`src/rtl/status_sched_pkg.sv`:
```
// Shared types, widths and helper functions for the status event scheduler.
package status_sched_pkg;

    typedef enum logic [1:0] {
        IDLE    = 2'd0,
        PRESENT = 2'd1,
        HOLDOFF = 2'd2
    } state_e;

    localparam int STS_W  = 8;
    localparam int DROP_W = 8;
    localparam int WDOG_W = 16;

    // Number of set bits in an event vector (0..8).
    function automatic logic [3:0] popcount8(input logic [7:0] v);
        logic [3:0] c;
        c = 4'd0;
        for (int i = 0; i < 8; i++) begin
            c = c + {3'd0, v[i]};
        end
        return c;
    endfunction

    // Mask with the low n bits set; used to drop unimplemented event sources.
    function automatic logic [7:0] low_mask(input int n);
        logic [7:0] m;
        m = 8'd0;
        for (int i = 0; i < 8; i++) begin
            m[i] = (i < n);
        end
        return m;
    endfunction

endpackage

```
`src/rtl/status_event_scheduler_if.sv`:
```
// Event/status bus between the event sources, CPU handshake and the scheduler.
// master: the side driving events and acks; slave: the scheduler itself.
interface status_event_scheduler_if;
    import status_sched_pkg::*;

    logic [STS_W-1:0]  event_in;
    logic              rd_ack;
    logic              drop_clr;
    logic [STS_W-1:0]  status_out;
    logic              intr;
    logic              busy;
    logic [DROP_W-1:0] drop_count;
    logic              timeout;

    modport master (
        output event_in, rd_ack, drop_clr,
        input  status_out, intr, busy, drop_count, timeout
    );

    modport slave (
        input  event_in, rd_ack, drop_clr,
        output status_out, intr, busy, drop_count, timeout
    );
endinterface

```
`src/rtl/sat_counter.sv`:
```
// Saturating up-counter: adds inc each cycle, sticks at all-ones, clr wins.
module sat_counter #(
    parameter int W = 8
) (
    input  logic         clock,
    input  logic         reset,
    input  logic [W-1:0] inc,
    input  logic         clr,
    output logic [W-1:0] count
);

    logic [W:0]   sum_s;
    logic [W-1:0] count_r;

    // Widened sum so the carry out flags saturation.
    always_comb begin
        sum_s = {1'b0, count_r} + {1'b0, inc};
    end

    // Count register: clear has priority, then saturate on overflow.
    always_ff @(posedge clock or posedge reset) begin
        if (reset) begin
            count_r <= '0;
        end else if (clr) begin
            count_r <= '0;
        end else if (sum_s[W]) begin
            count_r <= '1;
        end else begin
            count_r <= sum_s[W-1:0];
        end
    end

    assign count = count_r;

endmodule

```
`src/rtl/status_event_scheduler.sv`:
```
// Status event scheduler: gathers event pulses into sticky pending bits and
// hands them to the CPU as atomic snapshots with an interrupt and ack handshake.
// Optional feature macro: STATUS_SCHED_TIMEOUT_EN (ack watchdog with auto-release).
module status_event_scheduler
    import status_sched_pkg::*;
#(
    parameter int             NumInputs     = 8,
    parameter logic [STS_W-1:0] IntMask     = 8'hFF,
    parameter int             TimeoutCycles = 1024
) (
    input  logic                     clock,
    input  logic                     reset,
    status_event_scheduler_if.slave  bus
);

    localparam logic [STS_W-1:0] IN_MASK  = low_mask(NumInputs);
    localparam logic [STS_W-1:0] IRQ_MASK = IntMask & IN_MASK;

    state_e             state_r;
    logic [STS_W-1:0]   pending_r;
    logic [STS_W-1:0]   snapshot_r;
    logic [STS_W-1:0]   status_out_r;
    logic               intr_r;
    logic               busy_r;
    logic [STS_W-1:0]   event_s;
    logic [DROP_W-1:0]  drop_inc_s;
    logic [DROP_W-1:0]  drop_count_s;
    logic               expire_s;
    logic               timeout_s;

    // Qualify events by implemented sources and count repeats of pending bits.
    always_comb begin
        event_s    = bus.event_in & IN_MASK;
        drop_inc_s = {4'd0, popcount8(event_s & pending_r)};
    end

    sat_counter #(.W(DROP_W)) u_drop_cnt (
        .clock (clock),
        .reset (reset),
        .inc   (drop_inc_s),
        .clr   (bus.drop_clr),
        .count (drop_count_s)
    );

`ifdef STATUS_SCHED_TIMEOUT_EN
    localparam logic [WDOG_W-1:0] WDOG_LAST = WDOG_W'(TimeoutCycles - 1);

    logic [WDOG_W-1:0] wdog_s;
    logic [WDOG_W-1:0] wdog_inc_s;
    logic              wdog_clr_s;
    logic              timeout_r;

    // Watchdog only advances while a snapshot is outstanding; held at 0 otherwise.
    always_comb begin
        wdog_inc_s = {{(WDOG_W-1){1'b0}}, (state_r == PRESENT)};
        wdog_clr_s = (state_r != PRESENT);
        expire_s   = (state_r == PRESENT) && !bus.rd_ack && (wdog_s == WDOG_LAST);
    end

    sat_counter #(.W(WDOG_W)) u_wdog_cnt (
        .clock (clock),
        .reset (reset),
        .inc   (wdog_inc_s),
        .clr   (wdog_clr_s),
        .count (wdog_s)
    );

    // Sticky timeout flag: set by watchdog release, cleared by a real ack.
    always_ff @(posedge clock or posedge reset) begin
        if (reset) begin
            timeout_r <= 1'b0;
        end else if ((state_r == PRESENT) && bus.rd_ack) begin
            timeout_r <= 1'b0;
        end else if (expire_s) begin
            timeout_r <= 1'b1;
        end else begin
            timeout_r <= timeout_r;
        end
    end

    assign timeout_s = timeout_r;
`else
    assign expire_s  = 1'b0;
    assign timeout_s = 1'b0;
`endif

    // Snapshot FSM with pending accumulation and registered outputs.
    always_ff @(posedge clock or posedge reset) begin
        if (reset) begin
            state_r      <= IDLE;
            pending_r    <= '0;
            snapshot_r   <= '0;
            status_out_r <= '0;
            intr_r       <= 1'b0;
            busy_r       <= 1'b0;
        end else begin
            case (state_r)
                IDLE: begin
                    if (pending_r != '0) begin
                        snapshot_r   <= pending_r;
                        pending_r    <= event_s;
                        status_out_r <= pending_r;
                        intr_r       <= |(pending_r & IRQ_MASK);
                        busy_r       <= 1'b1;
                        state_r      <= PRESENT;
                    end else begin
                        pending_r    <= pending_r | event_s;
                        status_out_r <= '0;
                        intr_r       <= 1'b0;
                        busy_r       <= 1'b0;
                        state_r      <= IDLE;
                    end
                end
                PRESENT: begin
                    pending_r <= pending_r | event_s;
                    if (bus.rd_ack || expire_s) begin
                        snapshot_r   <= '0;
                        status_out_r <= '0;
                        intr_r       <= 1'b0;
                        busy_r       <= 1'b1;
                        state_r      <= HOLDOFF;
                    end else begin
                        state_r      <= PRESENT;
                    end
                end
                HOLDOFF: begin
                    // One cycle with intr low so back-to-back snapshots are distinguishable.
                    pending_r    <= pending_r | event_s;
                    status_out_r <= '0;
                    intr_r       <= 1'b0;
                    busy_r       <= 1'b0;
                    state_r      <= IDLE;
                end
                default: begin
                    pending_r    <= '0;
                    snapshot_r   <= '0;
                    status_out_r <= '0;
                    intr_r       <= 1'b0;
                    busy_r       <= 1'b0;
                    state_r      <= IDLE;
                end
            endcase
        end
    end

    assign bus.status_out = status_out_r;
    assign bus.intr       = intr_r;
    assign bus.busy       = busy_r;
    assign bus.drop_count = drop_count_s;
    assign bus.timeout    = timeout_s;

endmodule
```
`src/flat_wrapper.sv`:
```
// flat-port wrapper written by rule: the top's interface ports become plain ports
module status_event_scheduler_flat import status_sched_pkg::*;
#(
    parameter int             NumInputs     = 8,
    parameter logic [STS_W-1:0] IntMask     = 8'hFF,
    parameter int             TimeoutCycles = 1024
)
  (clock, reset, bus_event_in, bus_rd_ack, bus_drop_clr, bus_status_out, bus_intr, bus_busy, bus_drop_count, bus_timeout);
  status_event_scheduler_if bus_i ();
  input  logic clock;
  input  logic reset;
  input wire logic [$bits(bus_i.event_in)-1:0] bus_event_in;
  input wire logic [$bits(bus_i.rd_ack)-1:0] bus_rd_ack;
  input wire logic [$bits(bus_i.drop_clr)-1:0] bus_drop_clr;
  output wire logic [$bits(bus_i.status_out)-1:0] bus_status_out;
  output wire logic [$bits(bus_i.intr)-1:0] bus_intr;
  output wire logic [$bits(bus_i.busy)-1:0] bus_busy;
  output wire logic [$bits(bus_i.drop_count)-1:0] bus_drop_count;
  output wire logic [$bits(bus_i.timeout)-1:0] bus_timeout;
  assign bus_i.event_in = bus_event_in;
  assign bus_i.rd_ack = bus_rd_ack;
  assign bus_i.drop_clr = bus_drop_clr;
  assign bus_status_out = bus_i.status_out;
  assign bus_intr = bus_i.intr;
  assign bus_busy = bus_i.busy;
  assign bus_drop_count = bus_i.drop_count;
  assign bus_timeout = bus_i.timeout;
  status_event_scheduler #(.NumInputs(NumInputs), .IntMask(IntMask), .TimeoutCycles(TimeoutCycles)) u_core (.clock(clock), .reset(reset), .bus(bus_i));
endmodule
```
`config.mk`:
```
export PLATFORM = sky130hd
export DESIGN_NAME = status_event_scheduler_flat
export DESIGN_NICKNAME = d
export VERILOG_FILES = /design/src/rtl/status_sched_pkg.sv /design/src/rtl/status_event_scheduler_if.sv /design/src/rtl/sat_counter.sv /design/src/rtl/status_event_scheduler.sv /design/src/flat_wrapper.sv
export SDC_FILE = /design/constraint.sdc
export NUM_CORES = 1
export LEC_CHECK = 0
export ABC_CLOCK_PERIOD_IN_PS = 4900
export BUFFER_PORTS_ARGS = -buffer_cell sky130_fd_sc_hd__buf_2
export CELL_PAD_IN_SITES_DETAIL_PLACEMENT = 0
export CELL_PAD_IN_SITES_GLOBAL_PLACEMENT = 1
export CORE_MARGIN = 2
export CORE_UTILIZATION = 41
export DETAILED_ROUTE_END_ITERATION = 6
export HOLD_SLACK_MARGIN = 0.1
export PLACE_DENSITY = 0.77
export SLEW_MARGIN = 20
export SYNTH_ARGS = -nofsm -noshare
export SYNTH_HDL_FRONTEND = slang
export SYNTH_SLANG_ARGS = --single-unit
```
`constraint.sdc`:
```
create_clock -name clock -period 4.9 [get_ports clock]
set_input_delay 0.98 -clock clock [delete_from_list [all_inputs] [get_ports clock]]
set_output_delay 0.98 -clock clock [all_outputs]
set_load 0.02 [all_outputs]
```
==> results of run 1 <==
[cell families (layout without fill, tap and decap cells)]
family,after synthesis,count (layout),synth area share (%)
compound gates,36,36,14.1
xor+xnor,3,3,1.69
fa+ha+maj,15,15,14.5
buf+inv,20,48,5.14
flops,28,28,45.0
other cells,1,1,0.241
simple gates,65,65,19.4
[per-stage QoR]
stage / std cells / util [%] / hold slack (ps) / total power, uW / setup slack, ps
after floorplan: 168 / - / 493 / 879 / 220
after global placement: 239 / 47.4 / 446 / 1040 / 13.0
after detailed placement: 239 / 47.4 / 452 / 1060 / -105
after CTS: 243 / 48.9 / 473 / 1210 / 159
after global routing: 244 / 49.1 / 490 / 1320 / 39.0
final: 244 / 49.1 / 465 / 1200 / 218
[routing by layer]
| metal | global-route usage (%) | up-vias | wire (um) |
|---|---|---|---|
| met5 | 0 | - | 0 |
| met4 | 4.69 | 0 | 17 |
| met3 | 2.05 | 2 | 144 |
| met2 | 24.2 | 28 | 1420 |
| met1 | 24.3 | 587 | 1560 |
| li1 | - | 618 | - |
[flip-flops by register name (all words and copies together) (netlist names)]
register and flops:
u_core.bus.busy 1, u_core.bus.intr 1, u_core.bus.status_out 8, u_core.pending_r 8, u_core.state_r 2, u_core.u_drop_cnt.count 8
[critical path: stages]
cell and delay [ps]:
buf_2 100, and2_2 180, ha_1 270, inv_1 50
fa_1 510, fa_1 550, inv_1 60, fa_1 430
inv_1 80, fa_1 450, fa_2 390, nand2b_1 190
a21oi_4 230, buf_4 150, nor2_1 30, a211oi_1 200
[cell type report]
cell class,count,area share (%)
sequential,28,38.9
tap,48,3.34
inverter,14,2.92
timing repair buffer,30,8.48
clock buffer,4,3.06
multi-input combinational,120,43.3
[worst max path at each step]
stage,start,endpoint,slack [ps],cells after the start
final,bus_event_in[0],u_core.u_drop_cnt.count[4],220,16
after global routing,bus_event_in[0],u_core.u_drop_cnt.count[6],40,15
after CTS,bus_event_in[0],u_core.u_drop_cnt.count[6],160,15
after detailed placement,bus_event_in[0],u_core.u_drop_cnt.count[6],-100,15
after global placement,bus_event_in[0],u_core.u_drop_cnt.count[6],10,15
after floorplan,bus_event_in[0],u_core.u_drop_cnt.count[6],220,14
[where the power goes]
| part | leakage, uW | total (uW) | internal (uW) | switching (uW) |
|---|---|---|---|---|
| Clock | 0.0000288 | 141 | 71.8 | 68.7 |
| Combinational | 0.000537 | 660 | 266 | 394 |
| Sequential | 0.000359 | 398 | 329 | 69.3 |
| Total | 0.000925 | 1200 | 667 | 532 |
[timing repair]
item,CTS,global route
setup endpoints to repair,0,1
resized for setup,0,1
setup buffers,0,1
[layout by cell type (no fill, tap or decap), drive strengths merged, types with 4 or more instances in the layout]
| cell | n |
|---|---|
| nand2 | 32 |
| inv | 14 |
| ha | 10 |
| fa | 5 |
| nand3 | 8 |
| dfrtp | 28 |
| clkbuf | 4 |
| nor2 | 10 |
| and2 | 6 |
| a21oi | 17 |
| buf | 30 |
| o21ai | 10 |
==> flow_summary.json, run 1 <==
{
  "fin_tns_setup_ps": 0,
  "cts_made_buffers": 3,
  "dpl.hpwl_mm": 2.43,
  "min_path_cells": 2,
  "dpl_cell_area_sq_um": 1730,
  "cts_tree": "built",
  "finalCritPeriodShare_pct": 95.5,
  "hold_end": "u_core.bus.status_out[4]",
  "fp-row-count": 22,
  "peakVddDrop_uv": 265,
  "clkSinkCount": 28,
  "root_buffer": "clkbuf_8",
  "synth_seq_area_share_pct": 45.0,
  "crit_type": "in2reg",
  "skew_ps": 10.2,
  "fillCellCount": 356,
  "required_ps": 5080,
  "die-area_sq_um": 4310,
  "slew_viol_final": 0,
  "ff2ff_path_depth": 15,
  "start_util_pct": 42.5,
  "power_density_nw_per_um2": 666,
  "yosysTopAreaCellShare_pct": 45.0,
  "die_h_um": 65.6,
  "synth_cell_types": 33,
  "diodes": 0,
  "cts_max_path_buffers": 2,
  "endpoint_kind": "flop",
  "setup_viol_count_final": 0,
  "die_w_um": 65.6,
  "synth_area_sq_um": 1560,
  "grt_pass1_wl_mm": 5.33,
  "synth_cells": 168,
  "area_growth_pct": 15.6,
  "track_usage_pct": 16.1,
  "fmax_ghz": 0.214,
  "avgSynthCellArea_sq_um": 9.26,
  "netlist_top_cells_count": "nand2_1 (32), dfrtp_1 (28), a21oi_1 (16), inv_1 (14)",
  "layout.area.seq_sq_um": 701,
  "wl_mm": 3.14,
  "synthTopCellsByArea": "dfrtp_1 (45%), ha_1 (8.0%), nand2_1 (7.7%)",
  "synth_ff_type": "dfrtp_1",
  "yosys.area.top_type": "dfrtp_1",
  "hold_path.class": "reg2reg",
  "layout.nets": 224,
  "yosysWarningCount": 0,
  "drt_iter0_markers": 67,
  "outcome": "completed",
  "crit_path_max_fanout": 7,
  "min_period_ps": 4680,
  "cap_violations": 0,
  "drive_gt1_share_pct": 20.4,
  "synth_edf_count": 0,
  "final_cell_area_sq_um": 1800,
  "core_area_sq_um": 3660,
  "worstPathArrival_ps": 4860,
  "total_leakage_power_uw": 0.000925,
  "grt_overflow_total": 0,
  "antenna_found_initial": 0,
  "dr.pass1.iters": 4,
  "hold_viol": 0,
  "grt_start_max_net_pins": 29,
  "antenna_left": 0,
  "port_buffers": 29,
  "io_pins": 31,
  "r2r_slack_ps": 590,
  "vias": 1235,
  "worstHoldStart": "u_core.bus.status_out[4]",
  "drc": 0,
  "synth_fp_nets": 195,
  "synth-async-reset-ratio_pct": 100,
  "gp_congestion": 0.828,
  "routedWlPerCell_um": 12.9,
  "max_slew.worst_pin.slew_ps": 595,
  "multi_input_area_sq_um": 778,
  "ys_ff_latch": 28,
  "slew_headroom_pct": 60.3,
  "hold_buffers": 0,
  "rsz0062_at_grt": "false",
  "first_global_vias": 1206,
  "synth.most_common_cell": "nand2_1",
  "start_kind": "primary input",
  "timing.rr.end": "u_core.u_drop_cnt.count[4]",
  "viasPerCell": 5.06,
  "regToRegStartpoint": "u_core.pending_r[0]",
  "clk_pin_slew_ps": 90,
  "clk-insertion-delay-late_ps": 270,
  "cts_max_level": 1
}
No activity file was read; power rests on OpenSTA's default activity.
==> inputs of run 2 (changes only) <==
- ABC_CLOCK_PERIOD_IN_PS: 4900 -> 4700
- clock period: 4.9 -> 4.7 ns (I/O delays scaled with it)
==> run 2 against run 1 <==
  * Sequential cell count unchanged
  * Sequential power up 4%
  * Global-route usage decreased by 0.54 points
  * Core utilization grew 0.62 points
  * Non-clock buffer count is 1 lower
  * Clock skew grew 1.4 ps
  * First-iteration DRC count is 24% higher
  * Register-to-register slack worse by 130 ps
  * Combinational power rose by 7.6%
  * Cell area is 1.3% higher
  * Critical path type unchanged
  * Critical endpoint is now u_core.u_drop_cnt.count[1]
==> flow_summary.json, run 2 (same netlist as run 1, synthesis figures left out) <==
{
  "final_common_cell": "nand2_1",
  "die_w_um": 65.6,
  "cts_made_buffers": 3,
  "min_period_ps": 4570,
  "route.met3.wl_um": 144,
  "grt_pass1_wl_mm": 5.18,
  "worstPathArrival_ps": 4770,
  "cts_tree": "built",
  "clk-insertion-delay-late_ps": 280,
  "cts_max_level": 1,
  "worstHoldStart": "u_core.bus.status_out[4]",
  "dpl.hpwl_mm": 2.44,
  "rsz0062_at_grt": "true",
  "skew_ps": 11.5,
  "routedWlPerCell_um": 13.0,
  "start_kind": "primary input",
  "dr.pass1.iters": 4,
  "die_h_um": 65.6,
  "fp-row-count": 22,
  "swShare_pct": 43.5,
  "clk_pin_slew_ps": 100,
  "slew_viol_final": 0,
  "max_slew.worst_pin.slew_ps": 616,
  "pwr-share-seq_pct": 31.5,
  "crit_path_max_fanout": 8,
  "p_total_uw": 1310,
  "first_global_vias": 1174,
  "p_switching_uw": 573,
  "final_cell_area_sq_um": 1820,
  "port_buffers": 29,
  "setup_viol_count_final": 0,
  "multi_input_area_sq_um": 792,
  "ff2ff_path_depth": 14,
  "r2r_slack_ps": 460,
  "diodes": 0,
  "slew_headroom_pct": 59.0,
  "io_pins": 31,
  "regToRegStartpoint": "u_core.pending_r[0]",
  "peakVddDrop_uv": 328,
  "routed.top_layer": "met4",
  "drive_gt1_share_pct": 21.5,
  "antenna_found_initial": 0,
  "drc": 0,
  "wl_mm": 3.15,
  "start_util_pct": 42.5,
  "wl_met1_mm": 1.57,
  "p_comb_share_pct": 54.0,
  "viasPerCell": 5.08,
  "min_path_cells": 2,
  "antenna_left": 0,
  "clock_power_share_pct": 14.5,
  "grt_overflow_total": 0,
  "cts_max_path_buffers": 2,
  "die-area_sq_um": 4310,
  "drt_iter0_markers": 83,
  "fmax_ghz": 0.219,
  "hold_viol": 0,
  "track_usage_pct": 15.6,
  "core_area_sq_um": 3660,
  "gp_congestion": 0.828,
  "layout.area.seq_sq_um": 701,
  "vias": 1235,
  "clkSinkCount": 28,
  "fin_tns_setup_ps": 0,
  "outcome": "completed",
  "total_leakage_power_uw": 0.000929,
  "endpoint_kind": "flop",
  "root_buffer": "clkbuf_8",
  "power_density_nw_per_um2": 722,
  "finalCritPeriodShare_pct": 97.2,
  "wl_met2_mm": 1.41,
  "area_growth_pct": 17.0,
  "timing.rr.end": "u_core.u_drop_cnt.count[1]",
  "hold_end": "u_core.bus.status_out[4]",
  "hold_path.class": "reg2reg",
  "crit_type": "in2reg",
  "cap_violations": 0,
  "fillCellCount": 353,
  "grt_start_max_net_pins": 29,
  "hold_buffers": 0,
  "final_cell_mix": "nand2_1 (32), buf_2 (29), dfrtp_1 (28)",
  "layout.nets": 223,
  "required_ps": 4900,
  "p_int_uw": 742,
  "dpl_cell_area_sq_um": 1730
}
run 2: cell types whose count changed in the layout (fill, tap and decap cells not counted), sizes merged:
cell / delta
clkbuf: -1
buf: -1
bufinv: +1
run 2: through the flow:
step	utilization, %	hold WS, ps	cells	setup slack (ps)
2_1_floorplan	-	493	168	60.4
3_3_place_gp	47.4	446	239	-147
3_5_place_dp	47.4	452	239	-260
4_1_cts	49.3	477	243	31.2
5_1_grt	49.8	494	243	-17.9
6_report	49.8	468	243	129
run 2: worst max-delay path by stage:
stage | from | end | slack (ps) | cells after the start
floorplan | bus_event_in[0] | u_core.u_drop_cnt.count[6] | 60 | 14
global placement | bus_event_in[0] | u_core.u_drop_cnt.count[6] | -150 | 15
detailed placement | bus_event_in[0] | u_core.u_drop_cnt.count[6] | -260 | 15
CTS | bus_event_in[0] | u_core.u_drop_cnt.count[6] | 30 | 15
global route | bus_event_in[0] | u_core.u_drop_cnt.count[6] | -20 | 15
finish | bus_event_in[0] | u_core.u_drop_cnt.count[1] | 130 | 15
run 2: worst max-delay path, cell delays in order:
cell and delay (ps):
buf_2 100, and2_2 180, ha_1 270, inv_1 50, fa_1 500, fa_1 550
inv_1 50, fa_1 430, inv_1 80, fa_1 460, fa_2 380, nand2b_1 190
a21oi_4 250, nand2_1 160, a21oi_1 170
run 2: power groups by stage:
| stage | clock network [uW] | logic [uW] | registers, uW |
|---|---|---|---|
| 2_1_floorplan | 0 | 444 | 472 |
| 3_3_place_gp | 0 | 665 | 416 |
| 3_5_place_dp | 0 | 684 | 422 |
| 4_1_cts | 195 | 690 | 416 |
| 5_1_grt | 201 | 807 | 427 |
| 6_report | 190 | 710 | 415 |
run 2: timing repair:
item                                    CTS  global route
endpoints found under the setup margin    0             6
buffers inserted                          0             0
gates resized for setup                   0             4
run 2: layout make-up:
| class | instances | share of cell area (%) |
|---|---|---|
| multi-input combinational | 120 | 43.5 |
| clock buffer | 3 | 2.27 |
| tap | 48 | 3.30 |
| timing repair buffer | 29 | 7.97 |
| sequential | 28 | 38.5 |
| inverter | 14 | 2.88 |
| clock inverter | 1 | 1.65 |
run 2: metal layers:
layer  global-route usage [%]  vias to the layer above
met2                     24.9                       31
met1                     22.5                      591
met5                        0                        -
met4                     3.91                        0
li1                         -                      611
met3                     2.05                        2
